`src/rtl/posit_dsr_pipe_if.sv`:
```
// posit_dsr_pipe_if: operand and result valid/ready channels of posit_dsr_pipe.
// master: upstream/downstream side (drives in_* and out_ready); slave: the shifter.
// in_ready is combinational from out_ready inside the shifter; all out_* are registered.
interface posit_dsr_pipe_if #(
  parameter int N     = 16,
  parameter int S     = 4,
  parameter int TAG_W = 8
);
  logic             in_valid;
  logic             in_ready;
  logic [N-1:0]     in_data;
  logic [S-1:0]     in_shamt;
  logic [1:0]       in_mode;
  logic [TAG_W-1:0] in_tag;
  logic             out_valid;
  logic             out_ready;
  logic [N-1:0]     out_data;
  logic             out_lost;
  logic [TAG_W-1:0] out_tag;

  modport master (
    output in_valid, in_data, in_shamt, in_mode, in_tag, out_ready,
    input  in_ready, out_valid, out_data, out_lost, out_tag
  );

  modport slave (
    input  in_valid, in_data, in_shamt, in_mode, in_tag, out_ready,
    output in_ready, out_valid, out_data, out_lost, out_tag
  );
endinterface

```
`src/rtl/posit_dsr_pipe.sv`:
```
// posit_dsr_pipe: pipelined barrel shifter (logical/arith right, left) with sticky lost-bit flag and tag.
// Latency S cycles, one operation per cycle; outputs come straight from the last stage register.
// Global stall: when out_valid && !out_ready every stage holds and in_ready drops (combinational from out_ready).
// Ports: clk, rst_n (synchronous, active-low); bus (slave) carries in_valid/in_ready/in_data/in_shamt/
//   in_mode/in_tag and out_valid/out_ready/out_data/out_lost/out_tag. in_mode 00 lsr, 01 asr, 10 lsl, 11 = 00.
module posit_dsr_pipe #(
  parameter int N     = 16,
  parameter int S     = 4,
  parameter int TAG_W = 8
) (
  input  logic             clk,
  input  logic             rst_n,
  posit_dsr_pipe_if.slave  bus
);

  // One pipeline slot. Mode is reduced to a left flag and the fill bit, so the
  // reserved encoding naturally behaves as a logical right shift.
  typedef struct packed {
    logic             vld;
    logic             left;
    logic             fill;
    logic             lost;
    logic [TAG_W-1:0] tag;
    logic [S-1:0]     shamt;
    logic [N-1:0]     data;
  } stage_t;

  logic   stall;
  stage_t cap;
  stage_t out_q;
  stage_t link [S+1];

  // Operand as captured at the pipe entry; the arithmetic fill is the operand's sign.
  always_comb begin
    cap       = '0;
    cap.vld   = bus.in_valid;
    cap.left  = (bus.in_mode == 2'b10);
    cap.fill  = (bus.in_mode == 2'b01) & bus.in_data[N-1];
    cap.lost  = 1'b0;
    cap.tag   = bus.in_tag;
    cap.shamt = bus.in_shamt;
    cap.data  = bus.in_data;
  end

  assign link[0] = cap;

  for (genvar k = 0; k < S; k++) begin : g_stg
    localparam int AMT = 1 << k;

    stage_t stg_d;
    stage_t stg_q;

    if (AMT >= N) begin : g_flush
      // Every bit leaves the word. Fill copies inserted by earlier levels are
      // zero for logical/left shifts, and for arithmetic shifts the original
      // sign bit is still present and is itself shifted out, so OR of the
      // whole word is exactly the lost contribution.
      always_comb begin
        stg_d = link[k];
        if (link[k].shamt[k]) begin
          stg_d.lost = link[k].lost | (|link[k].data);
          stg_d.data = {N{link[k].fill}};
        end
      end
    end else begin : g_shift
      always_comb begin
        stg_d = link[k];
        if (link[k].shamt[k]) begin
          if (link[k].left) begin
            stg_d.lost = link[k].lost | (|link[k].data[N-1 -: AMT]);
            stg_d.data = link[k].data << AMT;
          end else begin
            stg_d.lost = link[k].lost | (|link[k].data[AMT-1:0]);
            stg_d.data = (link[k].data >> AMT) |
                         ({N{link[k].fill}} & ~({N{1'b1}} >> AMT));
          end
        end
      end
    end

    always_ff @(posedge clk) begin
      if (!rst_n) begin
        stg_q <= '0;
      end else if (!stall) begin
        stg_q <= stg_d;
      end
    end

    assign link[k+1] = stg_q;
  end

  assign out_q = link[S];

  // Bubbles advance like data, so the only place a hole can block is the output.
  assign stall        = out_q.vld & ~bus.out_ready;
  assign bus.in_ready = ~stall;

  assign bus.out_valid = out_q.vld;
  assign bus.out_data  = out_q.data;
  assign bus.out_lost  = out_q.lost;
  assign bus.out_tag   = out_q.tag;

  // Control fields have no further use once the last level is applied.
  logic unused_out;
  assign unused_out = ^{out_q.left, out_q.fill, out_q.shamt};

endmodule

```
`src/flat_wrapper.sv`:
```
// flat-port wrapper written by rule: the top's interface ports become plain ports
module posit_dsr_pipe_flat 
#(
  parameter int N     = 16,
  parameter int S     = 4,
  parameter int TAG_W = 8
)
  (clk, rst_n, bus_in_valid, bus_in_data, bus_in_shamt, bus_in_mode, bus_in_tag, bus_out_ready, bus_in_ready, bus_out_valid, bus_out_data, bus_out_lost, bus_out_tag);
  posit_dsr_pipe_if #(.N(N), .S(S), .TAG_W(TAG_W)) bus_i ();
  input  logic clk;
  input  logic rst_n;
  input wire logic [$bits(bus_i.in_valid)-1:0] bus_in_valid;
  input wire logic [$bits(bus_i.in_data)-1:0] bus_in_data;
  input wire logic [$bits(bus_i.in_shamt)-1:0] bus_in_shamt;
  input wire logic [$bits(bus_i.in_mode)-1:0] bus_in_mode;
  input wire logic [$bits(bus_i.in_tag)-1:0] bus_in_tag;
  input wire logic [$bits(bus_i.out_ready)-1:0] bus_out_ready;
  output wire logic [$bits(bus_i.in_ready)-1:0] bus_in_ready;
  output wire logic [$bits(bus_i.out_valid)-1:0] bus_out_valid;
  output wire logic [$bits(bus_i.out_data)-1:0] bus_out_data;
  output wire logic [$bits(bus_i.out_lost)-1:0] bus_out_lost;
  output wire logic [$bits(bus_i.out_tag)-1:0] bus_out_tag;
  assign bus_i.in_valid = bus_in_valid;
  assign bus_i.in_data = bus_in_data;
  assign bus_i.in_shamt = bus_in_shamt;
  assign bus_i.in_mode = bus_in_mode;
  assign bus_i.in_tag = bus_in_tag;
  assign bus_i.out_ready = bus_out_ready;
  assign bus_in_ready = bus_i.in_ready;
  assign bus_out_valid = bus_i.out_valid;
  assign bus_out_data = bus_i.out_data;
  assign bus_out_lost = bus_i.out_lost;
  assign bus_out_tag = bus_i.out_tag;
  posit_dsr_pipe #(.N(N), .S(S), .TAG_W(TAG_W)) u_core (.clk(clk), .rst_n(rst_n), .bus(bus_i));
endmodule
```
`config.mk`:
```
export PLATFORM = sky130hd
export DESIGN_NAME = posit_dsr_pipe_flat
export DESIGN_NICKNAME = d
export VERILOG_FILES = /design/src/rtl/posit_dsr_pipe_if.sv /design/src/rtl/posit_dsr_pipe.sv /design/src/flat_wrapper.sv
export SDC_FILE = /design/constraint.sdc
export NUM_CORES = 1
export LEC_CHECK = 0
export ABC_AREA = 1
export BUFFER_PORTS_ARGS = -buffer_cell sky130_fd_sc_hd__buf_2
export CORE_MARGIN = 2
export CORE_UTILIZATION = 58
export CTS_CLUSTER_SIZE = 8
export DETAILED_ROUTE_END_ITERATION = 8
export PLACE_DENSITY = 0.82
export SYNTH_ARGS = -nofsm -noshare
export SYNTH_HDL_FRONTEND = slang
export SYNTH_SLANG_ARGS = --single-unit
```
`constraint.sdc`:
```
create_clock -name clk -period 1.24 [get_ports clk]
set_input_delay 0 -clock clk [delete_from_list [all_inputs] [get_ports clk]]
set_output_delay 0 -clock clk [all_outputs]
set_load 0.005 [all_outputs]
```
==> key figures <==
Drt
  – Avg WL per Cell: between 15 and 20 um
  – First-pass DRT Iterations: 5
  – Final ANT Viol Nets: 0
  – Initial drt markers: 324
  – DR DRC count: 0
  – Vias post-DR: 5,137
  – Drt total wl: around 14 mm
  – DR vias/cell: between 5 and 6

Worst setup path
  – Flop2flop setup slack: -0.02 ns
  – Critical Path Slowest Stage Cell: dfxtp_2
  – Most frequent CP cell: buf_12
  – Critical path fanouts, max: 3
  – CP Launch Type: flop
  – WP data arrival: about 1.3 ns
  – CP required: roughly 1.2 ns
  – R2r worst-path depth: 6
  – CP startpoint: u_core.bus.out_valid
  – CP endpoint kind: output port
  – Worst setup endpoint: bus_in_ready
  – Critical Path Max Stage Delay: roughly 0.35 ns
  – Critical path type: flop to output port
  – Worst r2r dst: u_core.g_stg[2].stg_q[10]
  – Crit path cell chain: nand2_4 > buf_12 > buf_12 > buf_6
  – Reg2Reg Launch Point: u_core.bus.out_valid

Clocking
  – # clock sinks: around 120
  – CTS tree: done
  – Reg clk slew, reported paths: ~0.06 ns
  – Cts bufs inserted: 17
  – Clk buf depth: 2
  – H-tree depth: 4
  – Worst skew pair latency: 0.51 ns
  – Clock tree root driver cell: clkbuf_8

STA
  – Post-route setup slack: -0.0239 ns
  – Setup Total Neg Slack: -0.0441 ns
  – RSZ-0062 raised after global routing: yes
  – Hold slack: -0.0229 ns
  – Final setup fails: 2
  – Tightest Pin Transition: ~0.46 ns
  – Clk_skew: 0.00519 ns
  – Fmax: between 700 and 800 MHz
  – Period utilization: 102%
  – Slew Viols, Final: 0
  – Fin. Hold Viols: 1
  – Tmin final: 1.26 ns
  – Worst slew margin: between 60% and 70%

Hold path
  – Hold path depth: 5
  – Hold Path Class: primary input to flop

Synth
  – Yosys cell types: 25
  – Asr flop ratio synth: 0%
  – Synth area leaders: dfxtp_1 (46%), o21ai_0 (12%), nand2_1 (11%), nor2_1 (6.8%), a31oi_1 (4.1%)
  – Post-synthesis net count: 719
  – Seq/Total Area, Yosys: a little under half
  – Cell taking the most area after synthesis: dfxtp_1
  – Post-synth EDFFs: 0
  – Mapped Area: between 5000 and 6000 um^2
  – Syn_area_per_cell: about 7.4 um^2
  – Synthesis Warnings: 0
  – Most frequent cells after synthesis: nand2_1 (150), o21ai_0 (126), dfxtp_1 (116), nor2_1 (92), a31oi_1 (33)
  – Top_reg_cell synth: dfxtp_1
  – Count leader, synth: nand2_1
  – Synth Register Bits: between 100 and 150
  – Share of the synthesized area in the top cell type: a little under half
  – Mapped Cells: roughly 690

Power and ir drop
  – PwrDens: roughly 1500 nW/um^2
  – Pleak: about 2.7 nW
  – Pint: between 7 and 8 mW
  – Logic pwr share: approximately a tenth
  – Worst vdd ir: 1.08 mV
  – NetSw: between 2 and 2.5 mW
  – Flop pwr share: roughly two fifths
  – Switching Fraction: 24.0%
  – Clock Power Share: 49.0%

Global routing
  – Global-route wire length before repair: approximately 22 mm
  – Overflow after GRT: 0
  – Antenna violations before repair: 0
  – All-Layer GR Usage: approximately 28%
  – GRT Max-Usage Layer: met2
  – GRT met1 Usage: approximately a third
  – Largest net degree at the start of global routing: 79
  – Vias in the first global route: approximately 4,700
  – Met2 Track Usage GR: 47.7%
  – Met3 usage in global routing: 5.54%

Finish
  – Final Instance Area: 6640 um^2
  – Fin nets: 808
  – Diode count: 0
  – Multi-input gate area: about 2400 um^2
  – Fill cells: 593
  – Storage cell area: approximately 2300 um^2
  – Final Util: ~77%
  – Fin cells: around 900
  – Synth-to-layout area growth: 30.4%
  – Share of cells above drive strength 1: a little under a fifth

Floorplanning
  – IO Pins: about 60
  – DIE WIDTH: between 90 and 100 um
  – Die Y: a little under 100 um
  – Core area: roughly 8600 um^2
  – Initial Util: just under 60%
  – Die ar.: around 9500 um^2
  – Site Rows: 34

Job
  – Max cap viols: 0

Place
  – Post-place setup slack: about 0.075 ns
  – Post-Place Cells: 823
  – PortBufs: 60
  – Dpl hpwl: approximately 7.7 mm
  – Placement Cell Area: about 5500 um^2
  – RD Place Congestion: roughly 0.85

Run status
  – Status: finished, violations left
  – Failing checks: negative hold slack, negative setup slack
-- power groups by stage --
stage / clock, mW / sequential, mW / combinational (mW)
3_3_place_gp: 0 / 4.21 / 0.825
2_1_floorplan: 0 / 4.16 / 0.596
3_5_place_dp: 0 / 4.21 / 0.852
6_report: 4.95 / 4.15 / 1.00
5_1_grt: 5.18 / 4.18 / 1.11
4_1_cts: 4.98 / 4.14 / 0.961
-- area by class of cell --
class                   instances  share of cell area [%]
clock buffers                  19                    6.35
clock inverters                13                    2.77
inverters                      27                    1.64
multi-input cells             490                    36.3
flip-flops and latches        116                    35.0
well taps                     108                    2.04
repair buffers                122                    15.9
-- placed cells by master (no fill, tap or decap), types with 3 or more instances in the layout --
cell type	instances
clkinvlp_4	3
dfxtp_1	115
a41oi_2	10
bufinv_16	4
inv_1	19
a31oi_1	33
clkinv_4	3
nor2_1	92
nand2_1	150
nand3_1	21
o211ai_1	9
a41oi_1	10
buf_12	9
o21ai_1	27
clkinv_2	3
inv_2	4
buf_4	16
dlygate4sd3_1	32
clkbuf_16	17
buf_2	59
a21oi_1	20
o21ai_0	104
-- repair_timing --
item,in CTS,in global routing
resized for setup,8,26
setup buffers,5,0
endpoints found under the setup margin,2,56
hold endpoints to repair,43,1
pin swaps,1,0
hold buffers,31,2
gates cloned,2,1
-- routing by layer --
layer	vias to the layer above	part of all wire (%)
met5	-	0
met4	0	2.2
met3	31	5.9
met2	219	51
met1	2369	41
li1	2518	-
-- critical path, delay by kind of cell, from the launching register on --
family / cells / cell delay (ns)
buf+inv: 3 / 0.34
flops: 1 / 0.35
simple gates: 1 / 0.06
-- worst min-delay path by stage --
stage / startpoint / end / slack, ns
2_1_floorplan: bus_in_shamt[2] / u_core.g_stg[0].stg_q[18] / 0.13
3_5_place_dp: bus_in_tag[3] / u_core.g_stg[0].stg_q[23] / 0.23
5_1_grt: bus_in_mode[0] / u_core.g_stg[0].stg_q[15] / 0.04
3_3_place_gp: bus_in_tag[7] / u_core.g_stg[0].stg_q[27] / 0.22
6_report: bus_in_mode[0] / u_core.g_stg[0].stg_q[15] / -0.02
4_1_cts: bus_in_mode[1] / u_core.g_stg[0].stg_q[0] / 0.03
-- sequential cells by signal (all words and copies together), names as in the netlist --
name,count
u_core.g_stg.stg_q,90
u_core.bus.out_tag,8
u_core.bus.out_data,16
u_core.bus.out_valid,1
u_core.bus.out_lost,1
-- logic make-up (layout without fill, tap and decap cells) --
kind of cell | count (synthesis) | after routing | share of synthesized area [%]
AOI/OAI and AO/OA | 219 | 219 | 25.8
DFF | 116 | 116 | 45.6
and+or+nand+nor | 271 | 271 | 21.2
buffers and inverters | 79 | 181 | 7.45
-- through the flow --
stage | hold WS (ns) | total power [mW]
global route | 0.0428 | 10.5
finish | -0.0229 | 10.1
global placement | 0.222 | 5.03
CTS | 0.0314 | 10.1
detailed placement | 0.228 | 5.06
floorplan | 0.135 | 4.76
No activity file was read; power rests on OpenSTA's default activity.
